<file path="config.mk">
export PLATFORM = sky130hd
export DESIGN_NAME = switch_merge
export DESIGN_NICKNAME = d
export VERILOG_FILES = /design/src/rtl/switch_merge.sv
export SDC_FILE = /design/constraint.sdc
export NUM_CORES = 1
export LEC_CHECK = 0
export ABC_AREA = 1
export CORE_MARGIN = 2
export CORE_UTILIZATION = 58
export CTS_CLUSTER_DIAMETER = 60
export CTS_CLUSTER_SIZE = 14
export DETAILED_ROUTE_END_ITERATION = 8
export PLACE_DENSITY = 0.8
export SETUP_SLACK_MARGIN = 0.1
export SLEW_MARGIN = 25
export SYNTH_ARGS = -nofsm -noshare
export SYNTH_HDL_FRONTEND = slang
export SYNTH_SLANG_ARGS = --single-unit
</file>
<file path="constraint.sdc">
create_clock -name clk -period 3.49 [get_ports clk]
set_input_delay 0.698 -clock clk [delete_from_list [all_inputs] [get_ports clk]]
set_output_delay 0.698 -clock clk [all_outputs]
set_load 0.02 [all_outputs]
</file>
<file path="src/rtl/switch_merge.sv">
// Merges the A (low address) and B (high address) return channels into one registered valid/ready stream.
// Optional ADDR_CHECK_EN: drops and counts entries whose address belongs to the other channel.
`timescale 1ns/1ps
module switch_merge #(
   parameter int unsigned           ADDR_WIDTH = 8,
   parameter int unsigned           DATA_WIDTH = 16,
   parameter logic [ADDR_WIDTH-1:0] ADDR_DIV   = 8'h3F,
   parameter int unsigned           FIFO_DEPTH = 4
) (
   input  logic                  clk,
   input  logic                  rstn,
   input  logic                  vld_a,
   input  logic [ADDR_WIDTH-1:0] addr_a,
   input  logic [DATA_WIDTH-1:0] data_a,
   output logic                  rdy_a,
   input  logic                  vld_b,
   input  logic [ADDR_WIDTH-1:0] addr_b,
   input  logic [DATA_WIDTH-1:0] data_b,
   output logic                  rdy_b,
   output logic                  vld,
   output logic [ADDR_WIDTH-1:0] addr,
   output logic [DATA_WIDTH-1:0] data,
   output logic                  src,
   input  logic                  rdy,
   output logic [7:0]            err_cnt
);

   localparam int unsigned AW = $clog2(FIFO_DEPTH);

   typedef logic [AW:0] ptr_t;

   if (FIFO_DEPTH < 2 || (FIFO_DEPTH & (FIFO_DEPTH - 1)) != 0 || ADDR_DIV == '1) begin : g_bad_cfg
      $error("switch_merge: FIFO_DEPTH must be a power of 2 >= 2 and ADDR_DIV must leave room for channel B");
   end

   logic [ADDR_WIDTH-1:0] r_mem_addr [2][FIFO_DEPTH];
   logic [DATA_WIDTH-1:0] r_mem_data [2][FIFO_DEPTH];
   ptr_t                  r_wp [2];
   ptr_t                  r_rp [2];

   logic                  r_vld;
   logic [ADDR_WIDTH-1:0] r_addr;
   logic [DATA_WIDTH-1:0] r_data;
   logic                  r_src;
   logic                  r_last;

   logic                  w_vld_in  [2];
   logic [ADDR_WIDTH-1:0] w_addr_in [2];
   logic [DATA_WIDTH-1:0] w_data_in [2];
   logic                  w_ok      [2];
   logic                  w_full    [2];
   logic                  w_empty   [2];
   logic                  w_wr      [2];
   logic                  w_pop     [2];
   logic                  w_load;
   logic                  w_gnt;

   // Extra pointer MSB distinguishes full from empty when the indices match.
   always_comb begin
      w_vld_in[0]  = vld_a;
      w_addr_in[0] = addr_a;
      w_data_in[0] = data_a;
      w_vld_in[1]  = vld_b;
      w_addr_in[1] = addr_b;
      w_data_in[1] = data_b;
      for (int unsigned ch = 0; ch < 2; ch++) begin
         w_empty[ch] = (r_wp[ch] == r_rp[ch]);
         w_full[ch]  = (r_wp[ch][AW] != r_rp[ch][AW]) &&
                       (r_wp[ch][AW-1:0] == r_rp[ch][AW-1:0]);
         w_ok[ch]    = 1'b1;
`ifdef ADDR_CHECK_EN
         w_ok[ch]    = (ch == 0) ? (w_addr_in[ch] <= ADDR_DIV) : (w_addr_in[ch] > ADDR_DIV);
`endif
         w_wr[ch]    = rstn && w_vld_in[ch] && !w_full[ch] && w_ok[ch];
      end
      w_gnt    = w_empty[0] ? 1'b1 : (w_empty[1] ? 1'b0 : !r_last);
      w_load   = (!r_vld || rdy) && !(w_empty[0] && w_empty[1]);
      w_pop[0] = w_load && !w_gnt;
      w_pop[1] = w_load && w_gnt;
   end

   assign rdy_a = rstn && !w_full[0];
   assign rdy_b = rstn && !w_full[1];

   always_ff @(posedge clk) begin
      for (int unsigned ch = 0; ch < 2; ch++) begin
         if (w_wr[ch]) begin
            r_mem_addr[ch][r_wp[ch][AW-1:0]] <= w_addr_in[ch];
            r_mem_data[ch][r_wp[ch][AW-1:0]] <= w_data_in[ch];
         end
      end
   end

   always_ff @(posedge clk) begin
      if (!rstn) begin
         for (int unsigned ch = 0; ch < 2; ch++) begin
            r_wp[ch] <= '0;
            r_rp[ch] <= '0;
         end
         r_vld  <= 1'b0;
         r_addr <= '0;
         r_data <= '0;
         r_src  <= 1'b0;
         r_last <= 1'b1;
      end else begin
         for (int unsigned ch = 0; ch < 2; ch++) begin
            if (w_wr[ch])  r_wp[ch] <= r_wp[ch] + 1'b1;
            if (w_pop[ch]) r_rp[ch] <= r_rp[ch] + 1'b1;
         end
         if (w_load) begin
            r_vld  <= 1'b1;
            r_addr <= r_mem_addr[w_gnt][r_rp[w_gnt][AW-1:0]];
            r_data <= r_mem_data[w_gnt][r_rp[w_gnt][AW-1:0]];
            r_src  <= w_gnt;
            r_last <= w_gnt;
         end else if (r_vld && rdy) begin
            r_vld  <= 1'b0;
         end
      end
   end

   assign vld  = r_vld;
   assign addr = r_addr;
   assign data = r_data;
   assign src  = r_src;

`ifdef ADDR_CHECK_EN
   logic [7:0] r_err_cnt;
   logic [1:0] w_drop_n;
   logic [8:0] w_err_sum;

   // Both channels can drop in the same cycle, so the counter may step by 2.
   always_comb begin
      w_drop_n  = {1'b0, rstn && w_vld_in[0] && !w_full[0] && !w_ok[0]} +
                  {1'b0, rstn && w_vld_in[1] && !w_full[1] && !w_ok[1]};
      w_err_sum = {1'b0, r_err_cnt} + {7'd0, w_drop_n};
   end

   always_ff @(posedge clk) begin
      if (!rstn)                   r_err_cnt <= '0;
      else if (w_err_sum > 9'h0FF) r_err_cnt <= '1;
      else                         r_err_cnt <= w_err_sum[7:0];
   end

   assign err_cnt = r_err_cnt;
`else
   assign err_cnt = '0;
`endif

endmodule

</file>
==> flow_metrics.env <==
export IMPL_synth_mux_area_share_pct=0
export IMPL_synth_top_family_by_area="simple AND/OR/NAND/NOR gates"
export IMPL_die_h_um=135.3
export IMPL_cts_buffers=20
export IMPL_coreArea_um2=17060
export IMPL_first_iter_violations=764
export IMPL_combPwrFrac_pct=45.2
export IMPL_drive_gt1_share_pct=5.463
export IMPL_portBuffers=80
export IMPL_r2r_cells=11
export IMPL_leakage_uw=0.004911
export IMPL_period_share_pct=84.20
export IMPL_r2r_end="data[14]$_SDFFE_PN0N_"
export IMPL_p_int_uw=5942
export IMPL_clkLatencyLatePin_ns=0.50
export IMPL_path_class="primary input to output pin"
export IMPL_p_sw_share_pct=41.38
export IMPL_status="completed"
export IMPL_synthTopCellsByArea="edfxtp_1 61%, nand2_1 16%, nand3_1 6.1%, dfxtp_1 5.4%, nor2_1 2.6%"
export IMPL_synth_seq_area_share_pct=66.68
export IMPL_synth_distinct_cells=26
export IMPL_ys_ff_latch=231
export IMPL_crit_required_ns=2.79
export IMPL_cp_buffers_inverters=3
export IMPL_post_cts_buffers=0
export IMPL_critPathMaxStageDelay_ns=0.67
export IMPL_cts_buffer_depth=3
export IMPL_num_rows=48
export IMPL_place_congestion=0.7890
export IMPL_async_reset_ff_share_pct=0
export IMPL_yosys_warnings=0
export IMPL_setup_tns_ns=0
export IMPL_synth_adder_area_share_pct=1.251
export IMPL_syn_inst=1000
export IMPL_crit_arrival_ns=2.24
export IMPL_syn_area_um2=9998
export IMPL_clock_sinks=231
export IMPL_path_common_cell="clkdlybuf4s50_1"
export IMPL_gr_total_overflow=0
export IMPL_synth_compound_area_share_pct=0.5381
export IMPL_path_cells="clkdlybuf4s50_1 > o21ai_0 > inv_1 > clkdlybuf4s50_1"
export IMPL_cts_clk_slew_worst_paths_ns=0.06
export IMPL_synth_xor_area_share_pct=0.7508
export IMPL_r2r_slack_ns=0.70
export IMPL_drt_total_wl_mm=21.84
export IMPL_fin_worst_skew_ns=0.01207
export IMPL_initial_core_util_pct=58.62
export IMPL_maxSlewHeadroom_pct=42.98
export IMPL_vias=6985
export IMPL_clkPwrFrac_pct=20.1
export IMPL_ys_top_cells_by_count="435 x nand2_1, 204 x edfxtp_1, 121 x nand3_1"
export IMPL_grt_start_max_net_pins=73
export IMPL_die_w_um=135.3
export IMPL_finalCriticalPeriod_ns=2.939
export IMPL_power_per_cell_area_nw_per_um2=878.7
export IMPL_cts_resized=0
export IMPL_drc=0
export IMPL_worstMarginPinSlew_ns=0.8521
export IMPL_critPathLaunch="rstn"
export IMPL_crit_cells=4
export IMPL_grt_antenna_before_repair=0
export IMPL_die_area_um2=18300
export IMPL_syn2layout_area_growth_pct=15.37
export IMPL_nets=1130
export IMPL_hp_start="src$_SDFFE_PN0N_"
export IMPL_cts_tree="built"
export IMPL_dp_hpwl_mm=12.51
export IMPL_wire_per_inst_um=16.74
export IMPL_setup_viol=0
export IMPL_grt_pass1_vias=6526
export IMPL_maxCapViolCount=0
export IMPL_setup_worst_path_end_class="output pin"
export IMPL_irDropWorstVdd_mv=0.4494
export IMPL_first_pass_iters=5
export IMPL_synth_edf_count=204
export IMPL_slowest_stage="clkdlybuf4s50_1"
export IMPL_critPathCapture="rdy_b"
export IMPL_rsz0062_at_grt="false"
export IMPL_critPathMaxFanout=9
export IMPL_synthSimpleGateAreaFrac_pct=25.45
export IMPL_viasPerCell=5.352
export IMPL_yosysTopAreaCellShare_pct=61.27
export IMPL_cp_start_kind="primary input"
export IMPL_cts_hold_buf=0
export IMPL_p_switching_uw=4194
export IMPL_ctsRootBufferMaster="clkbuf_16"
export IMPL_synth_main_ff_cell="edfxtp_1"
export IMPL_r2r_start="r_rp[0][1]$_SDFFCE_PN0P_"
export IMPL_grt_pass1_wl_mm=34.22
export IMPL_achievable_frequency_mhz=340.3
export IMPL_antennaDiodeCount=0
export IMPL_htreeDepth=1
export IMPL_io_pins=89
export IMPL_ant_nets=0
export IMPL_yosys_cell_count_top_type="nand2_1"
export IMPL_hold_viol=0
export IMPL_syn_avg_cell_area_um2=9.998
export IMPL_critPathTopFamily="buffers and inverters"
export IMPL_maxSlewViolCount=0
export IMPL_track_usage_pct=24.22
export IMPL_hp_class="register to register"
export IMPL_synth_largest_area_cell="edfxtp_1"
export IMPL_seqPwrFrac_pct=34.7
export IMPL_power_uw=10140
-- registers in the layout, summed over array words and instances (netlist names) --
name	cells
src	1
data	16
r_rp	6
r_wp	6
r_mem_data	128
r_mem_addr	64
addr	8
r_last	1
vld	1
-- power by group through the flow --
| stage | Clock [uW] | Sequential [uW] | Combinational (uW) |
|---|---|---|---|
| after floorplan | 0 | 3660 | 3290 |
| after global placement | 0 | 3560 | 4440 |
| after detailed placement | 0 | 3570 | 4530 |
| after CTS | 2070 | 3510 | 4580 |
| after global routing | 2180 | 3540 | 5150 |
| final | 2040 | 3510 | 4590 |
-- layout by cell type, fill, tap and decap left out, drive strengths merged --
master	instances
ha	10
nand3b	1
o211ai	1
edfxtp	204
conb	8
inv	51
xnor2	6
nor2	69
nand3	123
clkbuf	34
o21ai	5
nand2	437
clkdlybuf4s50	80
a21oi	2
clkinv	3
buf	19
dfxtp	27
-- worst min path at each step --
stage | to | slack [ns] | cells past startpoint
2_1_floorplan | r_last$_SDFFE_PN1N_ | 0.49 | 2
3_3_place_gp | src$_SDFFE_PN0N_ | 0.47 | 2
3_5_place_dp | src$_SDFFE_PN0N_ | 0.48 | 2
4_1_cts | src$_SDFFE_PN0N_ | 0.50 | 2
5_1_grt | src$_SDFFE_PN0N_ | 0.52 | 2
6_report | src$_SDFFE_PN0N_ | 0.48 | 2
-- metrics by stage --
| stage | cells | util, % | worst slack [ns] | area [um2] | hold WS (ns) |
|---|---|---|---|---|---|
| 2_1_floorplan | 1007 | - | 0.6685 | 10020 | 0.4917 |
| 3_3_place_gp | 1270 | 64.21 | 0.6460 | 10950 | 0.4723 |
| 3_5_place_dp | 1270 | 64.21 | 0.5555 | 10950 | 0.4816 |
| 4_1_cts | 1305 | 67.63 | 0.5474 | 11530 | 0.4962 |
| 5_1_grt | 1305 | 67.63 | 0.4889 | 11530 | 0.5197 |
| 6_report | 1305 | 67.63 | 0.5514 | 11530 | 0.4847 |
-- worst min-delay path, cell delays in order, from the launching register on --
cell and delay [ns]:
dfxtp_1 0.33, nor2_1 0.05, nor2_1 0.08
-- routing by layer --
layer,GRT usage [%],vias up,wire [um]
met5,0,-,0
met1,32.60,3254,8877
met2,41.17,303,10600
met3,3.330,49,1822
li1,-,3379,-
met4,7.928,0,542
-- logic make-up (layout without fill, tap and decap cells) --
logic type               after synthesis  in the layout
adder cells (fa/ha/maj)               10             10
AO/OA/AOI/OAI                          8              8
buffers and inverters                114            187
flip-flops                           231            231
XOR/XNOR                               6              6
other                                  1              8
AND/OR/NAND/NOR                      630            630
-- final cells by class --
| cell class | count | area, um2 |
|---|---|---|
| sequential | 231 | 6666 |
| fill | 1249 | 5522 |
| multi-input combinational | 662 | 2849 |
| timing repair buffer | 99 | 955.9 |
| clock buffer | 34 | 574.3 |
| tap | 225 | 281.5 |
| inverter | 53 | 198.9 |
| clock inverter | 1 | 8.758 |
Power figures use the tool's default switching activity.
